<file path="src/rtl/vga_pkg.sv">
// vga_pkg: screen geometry, default VRAM address width and read-owner tag
package vga_pkg;
  localparam int H_PIX = 400;
  localparam int V_PIX = 300;
  localparam int ADDR_W_DEF = 17;
  typedef enum logic [1:0] {OWN_NONE, OWN_DISP, OWN_HOST} owner_t;
endpackage

</file>
<file path="src/rtl/vga_addr_gen.sv">
// vga_addr_gen: linear VRAM address y*400+x built from shifts (400 = 256+128+16)
module vga_addr_gen #(
  parameter int ADDR_W = 17
) (
  input  logic [9:0]        screen_x,
  input  logic [8:0]        screen_y,
  output logic [ADDR_W-1:0] addr
);
  logic [ADDR_W-1:0] yw;
  assign yw = ADDR_W'(screen_y);
  assign addr = (yw << 8) + (yw << 7) + (yw << 4) + ADDR_W'(screen_x);
endmodule

</file>
<file path="src/rtl/vram_arbiter.sv">
// vram_arbiter: single-port VRAM shared by display fetch (priority) and host.
// VRAM_ARB_BLANK_ONLY_EN: host served only while display_on=0.
module vram_arbiter
  import vga_pkg::*;
#(
  parameter int DATA_W = 8,
  parameter int ADDR_W = ADDR_W_DEF
) (
  input  logic              clk,
  input  logic              rst,
  input  logic              display_on,
  input  logic [9:0]        screen_x,
  input  logic [8:0]        screen_y,
  output logic [DATA_W-1:0] pix_data,
  output logic              pix_valid,
  input  logic              host_valid,
  output logic              host_ready,
  input  logic              host_we,
  input  logic [ADDR_W-1:0] host_addr,
  input  logic [DATA_W-1:0] host_wdata,
  output logic [DATA_W-1:0] host_rdata,
  output logic              host_rvalid,
  output logic              mem_en,
  output logic              mem_we,
  output logic [ADDR_W-1:0] mem_addr,
  output logic [DATA_W-1:0] mem_wdata,
  input  logic [DATA_W-1:0] mem_rdata
);
  logic [9:0]        prev_x;
  logic              prev_on;
  logic              slot;
  logic [ADDR_W-1:0] disp_addr;
  owner_t            own, own_n;
  vga_addr_gen #(.ADDR_W(ADDR_W)) u_addr (
    .screen_x(screen_x),
    .screen_y(screen_y),
    .addr    (disp_addr)
  );
  // rst gates the combinational port so nothing reaches VRAM while in reset
  always_comb begin
    slot = !rst && display_on && (screen_x != prev_x || !prev_on);
`ifdef VRAM_ARB_BLANK_ONLY_EN
    host_ready = !rst && host_valid && !display_on;
`else
    host_ready = !rst && host_valid && !slot;
`endif
    mem_en = slot || host_ready;
    mem_we = !slot && host_ready && host_we;
    mem_addr = slot ? disp_addr : host_addr;
    mem_wdata = host_wdata;
    own_n = slot ? OWN_DISP : (host_ready && !host_we) ? OWN_HOST : OWN_NONE;
  end
  always_ff @(posedge clk or posedge rst) begin
    if (rst) begin
      prev_x <= '0;
      prev_on <= 1'b0;
      own <= OWN_NONE;
      pix_data <= '0;
      pix_valid <= 1'b0;
      host_rdata <= '0;
      host_rvalid <= 1'b0;
    end else begin
      prev_x <= screen_x;
      prev_on <= display_on;
      own <= own_n;
      pix_valid <= own == OWN_DISP;
      host_rvalid <= own == OWN_HOST;
      if (own == OWN_DISP) pix_data <= mem_rdata;
      if (own == OWN_HOST) host_rdata <= mem_rdata;
    end
  end
endmodule
</file>
<file path="config.mk">
export PLATFORM = sky130hd
export DESIGN_NAME = vram_arbiter
export DESIGN_NICKNAME = d
export VERILOG_FILES = /design/src/rtl/vga_pkg.sv /design/src/rtl/vga_addr_gen.sv /design/src/rtl/vram_arbiter.sv
export SDC_FILE = /design/constraint.sdc
export NUM_CORES = 1
export LEC_CHECK = 0
export ABC_AREA = 1
export BUFFER_PORTS_ARGS = -buffer_cell sky130_fd_sc_hd__buf_2
export CAP_MARGIN = 20
export CORE_MARGIN = 5
export CORE_UTILIZATION = 43
export DETAILED_ROUTE_END_ITERATION = 10
export PLACE_DENSITY_LB_ADDON = 0.05
export SLEW_MARGIN = 20
export SYNTH_ARGS = -nofsm -noshare
export SYNTH_HDL_FRONTEND = slang
export SYNTH_SLANG_ARGS = --single-unit
</file>
<file path="constraint.sdc">
create_clock -name clk -period 2.6 [get_ports clk]
set_clock_uncertainty 0.05 [all_clocks]
set_input_delay 0.13 -clock clk [delete_from_list [all_inputs] [get_ports clk]]
set_output_delay 0.13 -clock clk [all_outputs]
set_load 0.1 [all_outputs]
</file>
Word level (Yosys, flattened, before mapping)
Cells that the tools add are included.
{"block": "classes", "add_sub_neg": 3, "n_mux": 3, "n_reduce_logical": 13, "n_eq_ne": 3}
{"op": "17-bit by 10-bit adder with 17-bit output", "n": 1}
{"op": "17-bit by 13-bit adder with 17-bit output", "n": 1}
{"op": "17-bit by 16-bit adder with 17-bit output", "n": 1}
{"op": "17-bit two-way mux", "n": 1}
{"op": "10-bit inequality test", "n": 1}
{"op": "1-bit logical AND", "n": 7}
{"op": "1-bit zero test", "n": 4}
{"op": "2-bit two-way mux", "n": 2}
{"op": "2-bit by 1-bit equality test with 1-bit output, second input constant", "n": 1}
{"op": "2-bit equality test, second input constant", "n": 1}
{"op": "1-bit logical OR", "n": 2}
{"block": "word_totals", "output_inout_bits": 46, "inputBits": 57, "word_cells": 29, "ff_bits": 31}

Logic depth before layout (Yosys ltp)
Gate-level depths: netlist of run 1.
{"block": "logic_depth", "word_depth": 8, "ltp_mapped": 15, "depth_no_buf": 15}

Hierarchy
Synthesis of run 1 repeated with hierarchy kept, for this count alone.
{"block": "hier_totals", "hier_cells": 361, "hier_area_um2": 2603.7}
{"mod": "vram_arbiter", "cells_each": 213, "area_each_um2": 1601.5, "instances": 1, "seq_area_each_um2": 775.7}
{"mod": "vga_addr_gen", "cells_each": 148, "area_each_um2": 1002.2, "instances": 1, "seq_area_each_um2": 0.0}

Worst setup path after synthesis of run 1
Ideal clock, no wire load.
{"block": "synth_timing", "path_type": "input-to-output", "start": "in screen_x[8]", "end": "out mem_addr[13]", "t_required_ps": 2420, "arrival_time_ps": 2840, "n_path_buf": 0, "slack_ps": -420, "cell_stages": 11, "cell_sequence": "inv_1 -> fa_1 -> inv_1 -> fa_1 -> ha_1 -> or2_2 -> nand3_1 -> nand3_1 -> nand2_1 -> nand3_1 -> nand2_1"}
{"block": "synth_via", "elab_chain_cells": 4, "elab_cells_between_ends": 5, "classes_between": "add/sub: 1; eq/ne: 1; mux: 1; reduce/logical: 2"}
{"element": "start: declaration", "line": "vram_arbiter.sv:12", "text": "input logic [9:0] screen_x,"}
{"element": "parallel branches: the longest is 3 deep, another holds 17-bit by 10-bit adder with 17-bit output"}
{"element": "17-bit two-way mux (*)", "line": "vram_arbiter.sv:49", "text": "mem_addr = slot ? disp_addr : host_addr;"}
{"element": "end: declaration", "line": "vram_arbiter.sv:25", "text": "output logic [ADDR_W-1:0] mem_addr,"}
Every way passes the cells marked *.

Final worst setup path of run 1
{"block": "layout_timing", "start": "in screen_x[8]", "end": "out mem_addr[15]"}
Same word-level chain as after synthesis.

==> results of run 1 <==
metrics by stage:
stage	utilization	cell area, um^2	hold slack, ps	cells	setup TNS, ps
after global routing	0.6832	4021	32.69	558	-1384
after CTS	0.6658	3919	26.42	557	-366.9
after floorplan	-	2645	111.4	371	-135.7
after global placement	0.5957	3506	210.7	536	-1371
final	0.6832	4021	38.86	558	-483.0
after detailed placement	0.5957	3506	210.7	536	-1579
layout make-up:
class,count,area share
Tap cell,75,0.02334
Clock buffer,6,0.02054
Clock inverter,2,0.008712
Sequential cell,31,0.1929
Inverter,81,0.07965
Multi-Input combinational cell,246,0.4182
Timing Repair Buffer,117,0.2567
kinds of logic after synthesis:
family / share of synthesized area
flops: 0.3016
fa+ha+maj: 0.1916
buf+inv: 0.1537
simple gates: 0.2943
compound gates: 0.04523
xor+xnor: 0.01362
flip-flops by register name (all words and copies together), names as in the netlist:
signal,cells
pix_valid,1
pix_data,8
host_rdata,8
host_rvalid,1
own,2
prev_x,10
prev_on,1
worst reg2reg max path: stages (launching register included):
cell and delay, ps:
dfrtp_1 370, nor2_1 110, nor2_1 60, nor2_1 100, nand2_1 70, nor2_2 160
nand2_4 190, nand2_8 180, nand2_1 140, nor2_1 120
cell usage after synthesis:
cell type  number
a21oi_1         5
buf_2           1
buf_4           8
buf_8           1
clkbuf_1        3
clkinv_1        1
dfrtp_1        31
fa_1            9
ha_1           25
inv_1          80
nand2_1       130
nand2_2         1
nand2_4         1
nand3_1        27
nand3b_1        1
nand4_1         3
nor2_1         19
nor2_2          1
o21ai_0        17
o22ai_1         1
or2_2           2
xnor2_1         3
xor2_1          1
worst paths after layout:
| path | end | slack (ps) | depth (start not counted) |
|---|---|---|---|
| max reg2reg | own[1] | 980 | 9 |
| max in group asynchronous | pix_data[2] | 1750 | 4 |
| min in group asynchronous | prev_x[2] | 470 | 4 |
| min reg2reg | pix_valid | 390 | 1 |
| max | mem_addr[15] | -100 | 15 |
| min | prev_x[7] | 40 | 2 |
layer usage:
metal | vias to the layer above | share of wire
met5 | - | 0
li1 | 1331 | -
met1 | 1226 | 0.38
met3 | 12 | 0.046
met2 | 53 | 0.55
met4 | 0 | 0.015
what timing repair did:
action | CTS | global route
pin swaps | 35 | 33
setup endpoints to repair | 8 | 11
setup buffers | 1 | 1
gates resized for setup | 43 | 27
hold buffers | 12 | 0
endpoints found under the hold margin | 42 | 0
report_power, final:
part	switching [mW]	leakage, nW	internal, mW
clock network	0.182	0.0612	0.310
logic	1.17	1.88	0.588
registers	0.0277	0.377	0.540
total	1.38	2.32	1.44
==> out/metrics.yaml, run 1 <==
critical_path:
  startpoint: "screen_x[8]"
  startpoint_type: "input pin"
  reg2reg_from: "prev_x[4]"
  crit_slowest_cell: "fa_1"
  path_buf_inv: 4
  slowest_delay_ps: 550
  cp.arrival_ps: 2520
  crit_family: "adder cells"
  crit_chain: "buf_8 > inv_6 > fa_1 > inv_2 > fa_1 > ha_4 > nand2_2 > nor2_2 > nand3_2 > nand3_2 > nand2_2 > nand2_2 > nand2_2 > nand2_2 > buf_12"
  critical_path.max_fanout: 6
  cp-end-kind: "output pin"
  crit_top_cell: "nand2_2"
  crit_type: "input pin to output pin"
  crit_required_ps: 2420
job:
  maxCapViolations: 0
pwr:
  vdd_drop_max_mv: 0.4882
  power.static_leakage_nw: 2.321
  power_density_nw_per_um2: 699.9
  total_power_mw: 2.815
timing:
  period_share: 1.037
  slew_headroom: 0.6508
  setup_viol: 8
  period_minus_slack_ps: 2696
  hold_violations: 0
  tightest_slew_ps: 522.5
  rsz0062_at_grt: "true"
  max_freq_mhz: 370.9
  setup_ws_ps: -96.24
  final_max_slew_viol_count: 0
synthesis:
  synth-seq-cells: 31
  yosysTopAreaCell: "dfrtp_1"
  synth_cell_type_count: 23
  synth_cells: 371
  synth_nets: 462
  synthTopCellsByArea: "dfrtp_1, nand2_1, ha_1"
  synth.cell_area_um2: 2572
  ys_seq_area_frac: 0.3016
  yosys_warnings: 0
  synth.avg_cell_area_um2: 6.934
  synth_top_area_share: 0.3016
floorplanning:
  die_area_um2: 7629
  die_w_um: 87.35
  initial_utilization: 0.4371
  core_area_um2: 5886
  rows: 28
  num_io_pins: 103
  die_h_um: 87.35
cts:
  cts_tree: "yes"
  clk_pin_slew_worst_paths_ps: 70
  h-tree-depth: 2
  root_buffer: "clkbuf_8"
  cts_buffer_depth: 2
  cts_made_buffers: 5
  insertion_delay_ps: 280
  cts.sinks: 31
route:
  num_vias: 2622
  ant_nets: 0
  viasPerCell: 4.699
  drt-initial-drc-count: 66
  wirelength_um: 6770
  remaining_drc_errors: 0
  drtPass1Iterations: 4
  avgRoutedWirePerCell_um: 12.13
global_route:
  grt_use_met2: 0.3473
  overflow: 0
  globalRouteMet1Util: 0.2061
  grt_max_degree: 32
  grtUsageMet3: 0.03311
  antenna_found_initial: 0
  grt_pass1_vias: 2648
  grt_pass1_wl_um: 11250
  grt_use_total: 0.1841
  busiest_layer: "met2"
placed_design:
  post-place-ws_ps: -220.2
  io_buffer_count: 86
  hpwl_um: 5341
  place.gp.congestion: 0.8397
status:
  violations: "negative setup slack"
  status: "finished with violations"
finish:
  area_growth_pct: 56.32
  nFillCells: 502
  final_cell_mix: "nand2_1, inv_1, buf_2"
  nNetsFinal: 573
  drive_above_1_share: 0.3747
  n_antenna_cell: 0
  layout_commonest_cell: "nand2_1"
  seqCellArea_um2: 775.7
  multi_input_area_um2: 1682
hold_path:
  hold_class: "input pin to flop"
  min_from: "screen_x[7]"
Note: power is estimated with default switching activity, not from simulation.
==> run 2, diff against run 1 <==
--- a/config.mk
+++ b/config.mk
@@ -8,8 +8,10 @@
 export ABC_AREA = 1
 export BUFFER_PORTS_ARGS = -buffer_cell sky130_fd_sc_hd__buf_2
 export CAP_MARGIN = 20
+export CELL_PAD_IN_SITES_DETAIL_PLACEMENT = 0
+export CELL_PAD_IN_SITES_GLOBAL_PLACEMENT = 1
 export CORE_MARGIN = 5
-export CORE_UTILIZATION = 43
+export CORE_UTILIZATION = 34
 export DETAILED_ROUTE_END_ITERATION = 10
 export PLACE_DENSITY_LB_ADDON = 0.05
 export SLEW_MARGIN = 20
==> out/metrics.yaml, run 2 (synthesis results as in run 1) <==
finish:
  area_growth_pct: 60.41
  drive_above_1_share: 0.3750
  n_antenna_cell: 0
  largest_reg_flops: 10
  multi_input_area_um2: 1698
  final_cell_mix: "nand2_1, inv_1, buf_2"
  final_util: 0.5659
  seqCellArea_um2: 775.7
  layout_commonest_cell: "nand2_1"
  nNetsFinal: 578
  instances_no_fill: 587
  top_register: "prev_x"
  reg_top3: "prev_x (10), host_rdata (8), pix_data (8)"
  nFillCells: 715
timing:
  max_freq_mhz: 377.4
  period_share: 1.019
  hold-worst-slack_ps: 27.46
  period_minus_slack_ps: 2650
  final_max_slew_viol_count: 0
  slew_headroom: 0.6621
  rsz0062_at_grt: "true"
  setup_ws_ps: -49.66
  tightest_slew_ps: 505.6
  setup_viol: 5
  finalSetupTns_ps: -109.9
  hold_violations: 0
floorplanning:
  die_w_um: 96.99
  rows: 31
  die_h_um: 96.99
  core_area_um2: 7292
  num_io_pins: 103
  initial_utilization: 0.3528
  die_area_um2: 9406
route:
  ant_nets: 0
  drt-initial-drc-count: 46
  viasPerCell: 4.346
  remaining_drc_errors: 0
  num_vias: 2551
  avgRoutedWirePerCell_um: 11.94
  wirelength_um: 7008
  drtPass1Iterations: 4
placed_design:
  post-place-ws_ps: -227.0
  place.gp.congestion: 0.7664
  dp_cells: 566
  hpwl_um: 5650
  io_buffer_count: 86
global_route:
  grt_max_degree: 32
  grt_pass1_vias: 2557
  overflow: 0
  grt_use_total: 0.1458
  grt_pass1_wl_um: 11570
  antenna_found_initial: 0
pwr:
  vdd_drop_max_mv: 0.2921
  power_density_nw_per_um2: 705.2
  power.static_leakage_nw: 2.326
critical_path:
  startpoint_type: "input pin"
  cp.arrival_ps: 2470
  crit_required_ps: 2420
  crit_type: "input pin to output pin"
  reg2reg_depth: 10
  critical_path.max_fanout: 6
  cp-end-kind: "output pin"
cts:
  cts_tree: "yes"
  root_buffer: "clkbuf_8"
  cts_buffer_depth: 2
  h-tree-depth: 2
  insertion_delay_ps: 280
  clk_pin_slew_worst_paths_ps: 60
  cts_made_buffers: 5
  cts.sinks: 31
hold_path:
  hold_class: "input pin to flop"
  min_path_cells: 2
status:
  violations: "negative setup slack"
  status: "finished with violations"
job:
  maxCapViolations: 0
## run 2: routing by layer
| layer | up-vias | share of wire | global-route usage | wire length, um |
|---|---|---|---|---|
| met4 | 0 | 0.012 | 0.03780 | 86 |
| met2 | 50 | 0.52 | 0.2702 | 3667 |
| met3 | 8 | 0.039 | 0.02806 | 271 |
| met1 | 1155 | 0.43 | 0.1707 | 2982 |
| met5 | - | 0 | 0 | 0 |
| li1 | 1338 | - | - | - |
## run 2: stage by stage
stage | power [mW] | instance area, um^2
4_1_cts | 2.839 | 3978
3_3_place_gp | 2.151 | 3581
3_5_place_dp | 2.159 | 3581
2_1_floorplan | 1.750 | 2645
5_1_grt | 3.079 | 4126
6_report | 2.910 | 4126
## run 2: path summary, 6_finish.rpt
path / start / to / slack [ps]
worst min register to register: own[1] / pix_valid / 380
worst max-delay path: screen_x[8] / mem_addr[15] / -50
worst min-delay path: screen_x[6] / prev_x[6] / 30
worst max register to register: prev_x[1] / own[1] / 1090
min in group asynchronous: rst / prev_x[0] / 480
max in group asynchronous: rst / host_rdata[1] / 1740
## run 2: timing repair
| item | CTS | global route |
|---|---|---|
| buffers inserted | 1 | 0 |
| hold buffers | 12 | 0 |
| pin swaps | 24 | 27 |
| gates resized for setup | 41 | 32 |
| endpoints found under the setup margin | 8 | 8 |
| endpoints found under the hold margin | 42 | 0 |
## run 2: report_power, final
| group | switching, mW | internal, mW |
|---|---|---|
| registers | 0.0254 | 0.540 |
| clock network | 0.179 | 0.383 |
| logic | 1.17 | 0.614 |
## run 2: layout make-up
| type | count | share of cell area |
|---|---|---|
| Multi-Input combinational cell | 246 | 0.4115 |
| Timing Repair Buffer | 122 | 0.2617 |
| Sequential cell | 31 | 0.1880 |
| Inverter | 81 | 0.07671 |
| Tap cell | 99 | 0.03002 |
| Clock buffer | 6 | 0.01759 |
| Clock inverter | 2 | 0.01455 |
## run 2: critical path: stages
cell and delay (ps):
buf_8 80, inv_4 30, fa_1 530, inv_1 50, fa_1 480, ha_4 320, nand2_1 60, nor2_2 100
nand3_1 110, nand3_1 100, nand2_1 60, nand2_2 80, nand2_2 70, nand2_2 100, buf_12 170
==> run 3, diff against run 2 <==
--- a/config.mk
+++ b/config.mk
@@ -11,7 +11,7 @@
 export CELL_PAD_IN_SITES_DETAIL_PLACEMENT = 0
 export CELL_PAD_IN_SITES_GLOBAL_PLACEMENT = 1
 export CORE_MARGIN = 5
-export CORE_UTILIZATION = 34
+export CORE_UTILIZATION = 36
 export DETAILED_ROUTE_END_ITERATION = 10
 export PLACE_DENSITY_LB_ADDON = 0.05
 export SLEW_MARGIN = 20
==> constraint.sdc (replaced) <==
create_clock -name clk -period 3.42 [get_ports clk]
set_clock_uncertainty 0.05 [all_clocks]
set_input_delay 0.171 -clock clk [delete_from_list [all_inputs] [get_ports clk]]
set_output_delay 0.171 -clock clk [all_outputs]
set_load 0.1 [all_outputs]
==> out/metrics.yaml, run 3 (synthesis results as in run 1) <==
route:
  ant_nets: 0
  num_vias: 2425
  remaining_drc_errors: 0
  avgRoutedWirePerCell_um: 11.32
  drtPass1Iterations: 4
  viasPerCell: 4.315
  drt-initial-drc-count: 48
  wirelength_um: 6363
timing:
  period_minus_slack_ps: 3205
  period_share: 0.9371
  finalSetupTns_ps: 0
  final_max_slew_viol_count: 0
  rsz0062_at_grt: "false"
  setup_ws_ps: 215.0
  hold_violations: 0
  tightest_slew_ps: 502.2
  max_freq_mhz: 312.0
  setup_viol: 0
  slew_headroom: 0.6675
critical_path:
  crit_chain: "dlygate4sd3_1 > buf_2 > ha_1 > ha_1 > ha_2 > inv_1 > fa_2 > inv_1 > nand2_1 > nand3_1 > nand3_1 > nand2_1 > nand2_1 > nand2_1 > nand3_1 > nand2_1 > buf_12"
  crit_family: "adder cells"
  crit_slowest_cell: "dlygate4sd3_1"
  cp-end-kind: "output pin"
  crit_required_ps: 3200
  reg2reg_from: "prev_x[3]"
  reg2reg_depth: 9
  critical_path.max_fanout: 4
  cp.arrival_ps: 2980
  crit_type: "input pin to output pin"
  rr_endpoint: "own[1]"
  crit_top_cell: "nand2_1"
  startpoint_type: "input pin"
  path_buf_inv: 5
  slowest_delay_ps: 540
  r2r_slack_ps: 1760
global_route:
  overflow: 0
  grt_pass1_vias: 2413
  grt_max_degree: 32
  antenna_found_initial: 0
  grt_pass1_wl_um: 10650
  grt_use_total: 0.1497
pwr:
  power.static_leakage_nw: 2.077
  p_clk_frac: 0.157
  power_density_nw_per_um2: 527.2
  total_power_mw: 1.766
  swShare: 0.5329
  comb_power_share: 0.600
  power_frac_seq: 0.244
  vdd_drop_max_mv: 0.1918
  p_sw_mw: 0.9410
  internal-power_mw: 0.8249
floorplanning:
  num_io_pins: 103
  die_area_um2: 8936
  rows: 30
  initial_utilization: 0.3745
  die_h_um: 94.53
  core_area_um2: 6869
  die_w_um: 94.53
hold_path:
  min_from: "screen_x[5]"
  min_path_cells: 1
  min_to: "prev_x[5]"
  hold_class: "input pin to flop"
finish:
  area_growth_pct: 30.20
  final_cell_mix: "nand2_1, inv_1, buf_2"
  nFillCells: 751
  nNetsFinal: 556
  drive_above_1_share: 0.2189
  instances_no_fill: 562
  n_antenna_cell: 0
  top_register: "prev_x"
  reg_top3: "prev_x (10), host_rdata (8), pix_data (8)"
  seqCellArea_um2: 775.7
  layout_commonest_cell: "nand2_1"
  largest_reg_flops: 10
  multi_input_area_um2: 1406
status:
  status: "finished clean"
placed_design:
  io_buffer_count: 86
  place.gp.congestion: 0.7639
  hpwl_um: 5238
  dp_cells: 542
  post-place-ws_ps: 257.6
cts:
  cts_made_buffers: 5
  root_buffer: "clkbuf_8"
  cts_buffer_depth: 2
  cts.sinks: 31
  h-tree-depth: 2
  clk_pin_slew_worst_paths_ps: 60
  cts_setup_buffers: 0
  cts_tree: "yes"
  insertion_delay_ps: 280
job:
  maxCapViolations: 0
## run 3: timing repair
item	CTS	global route
endpoints found under the setup margin	0	3
resized for setup	0	3
hold buffers	12	0
hold endpoints to repair	42	0
## run 3: how the worst max path moves through the flow
stage,from,to,slack [ps],cells past startpoint
floorplan,screen_x[8],mem_addr[13],320,11
global placement,screen_x[8],mem_addr[16],320,15
detailed placement,screen_y[2],mem_addr[15],260,17
CTS,screen_x[6],mem_addr[16],80,15
global route,screen_y[2],mem_addr[15],50,17
finish,screen_x[6],mem_addr[14],220,17
## run 3: metrics by stage
step           cell area, um^2  utilization  hold WS (ps)
6_report                  3349       0.4876         11.53
5_1_grt                   3349       0.4876         3.942
4_1_cts                   3342       0.4865         5.861
3_5_place_dp              3137       0.4566         254.0
3_3_place_gp              3137       0.4566         257.9
2_1_floorplan             2572            -         152.4
## run 3: final cells by class
cell class / instances / share of cell area
Multi-Input combinational cell: 246 / 0.4199
Sequential cell: 31 / 0.2316
Timing Repair Buffer: 100 / 0.1965
Inverter: 81 / 0.09077
Tap cell: 96 / 0.03586
Clock buffer: 6 / 0.02167
Clock inverter: 2 / 0.003736
## run 3: power groups by stage
| stage | Clock (mW) | Combinational (mW) | Sequential (mW) |
|---|---|---|---|
| after floorplan | 0 | 0.595 | 0.704 |
| after global placement | 0 | 1.05 | 0.437 |
| after detailed placement | 0 | 1.06 | 0.437 |
| after CTS | 0.287 | 1.07 | 0.431 |
| after global routing | 0.304 | 1.16 | 0.437 |
| final | 0.276 | 1.06 | 0.431 |
## run 3: per-layer routing
metal	share of wire	GRT usage	vias to the layer above
met2	0.51	0.2701	48
met3	0.047	0.02470	11
met5	0	0	-
met4	0.018	0.05769	0
met1	0.43	0.1770	1068
li1	-	-	1298
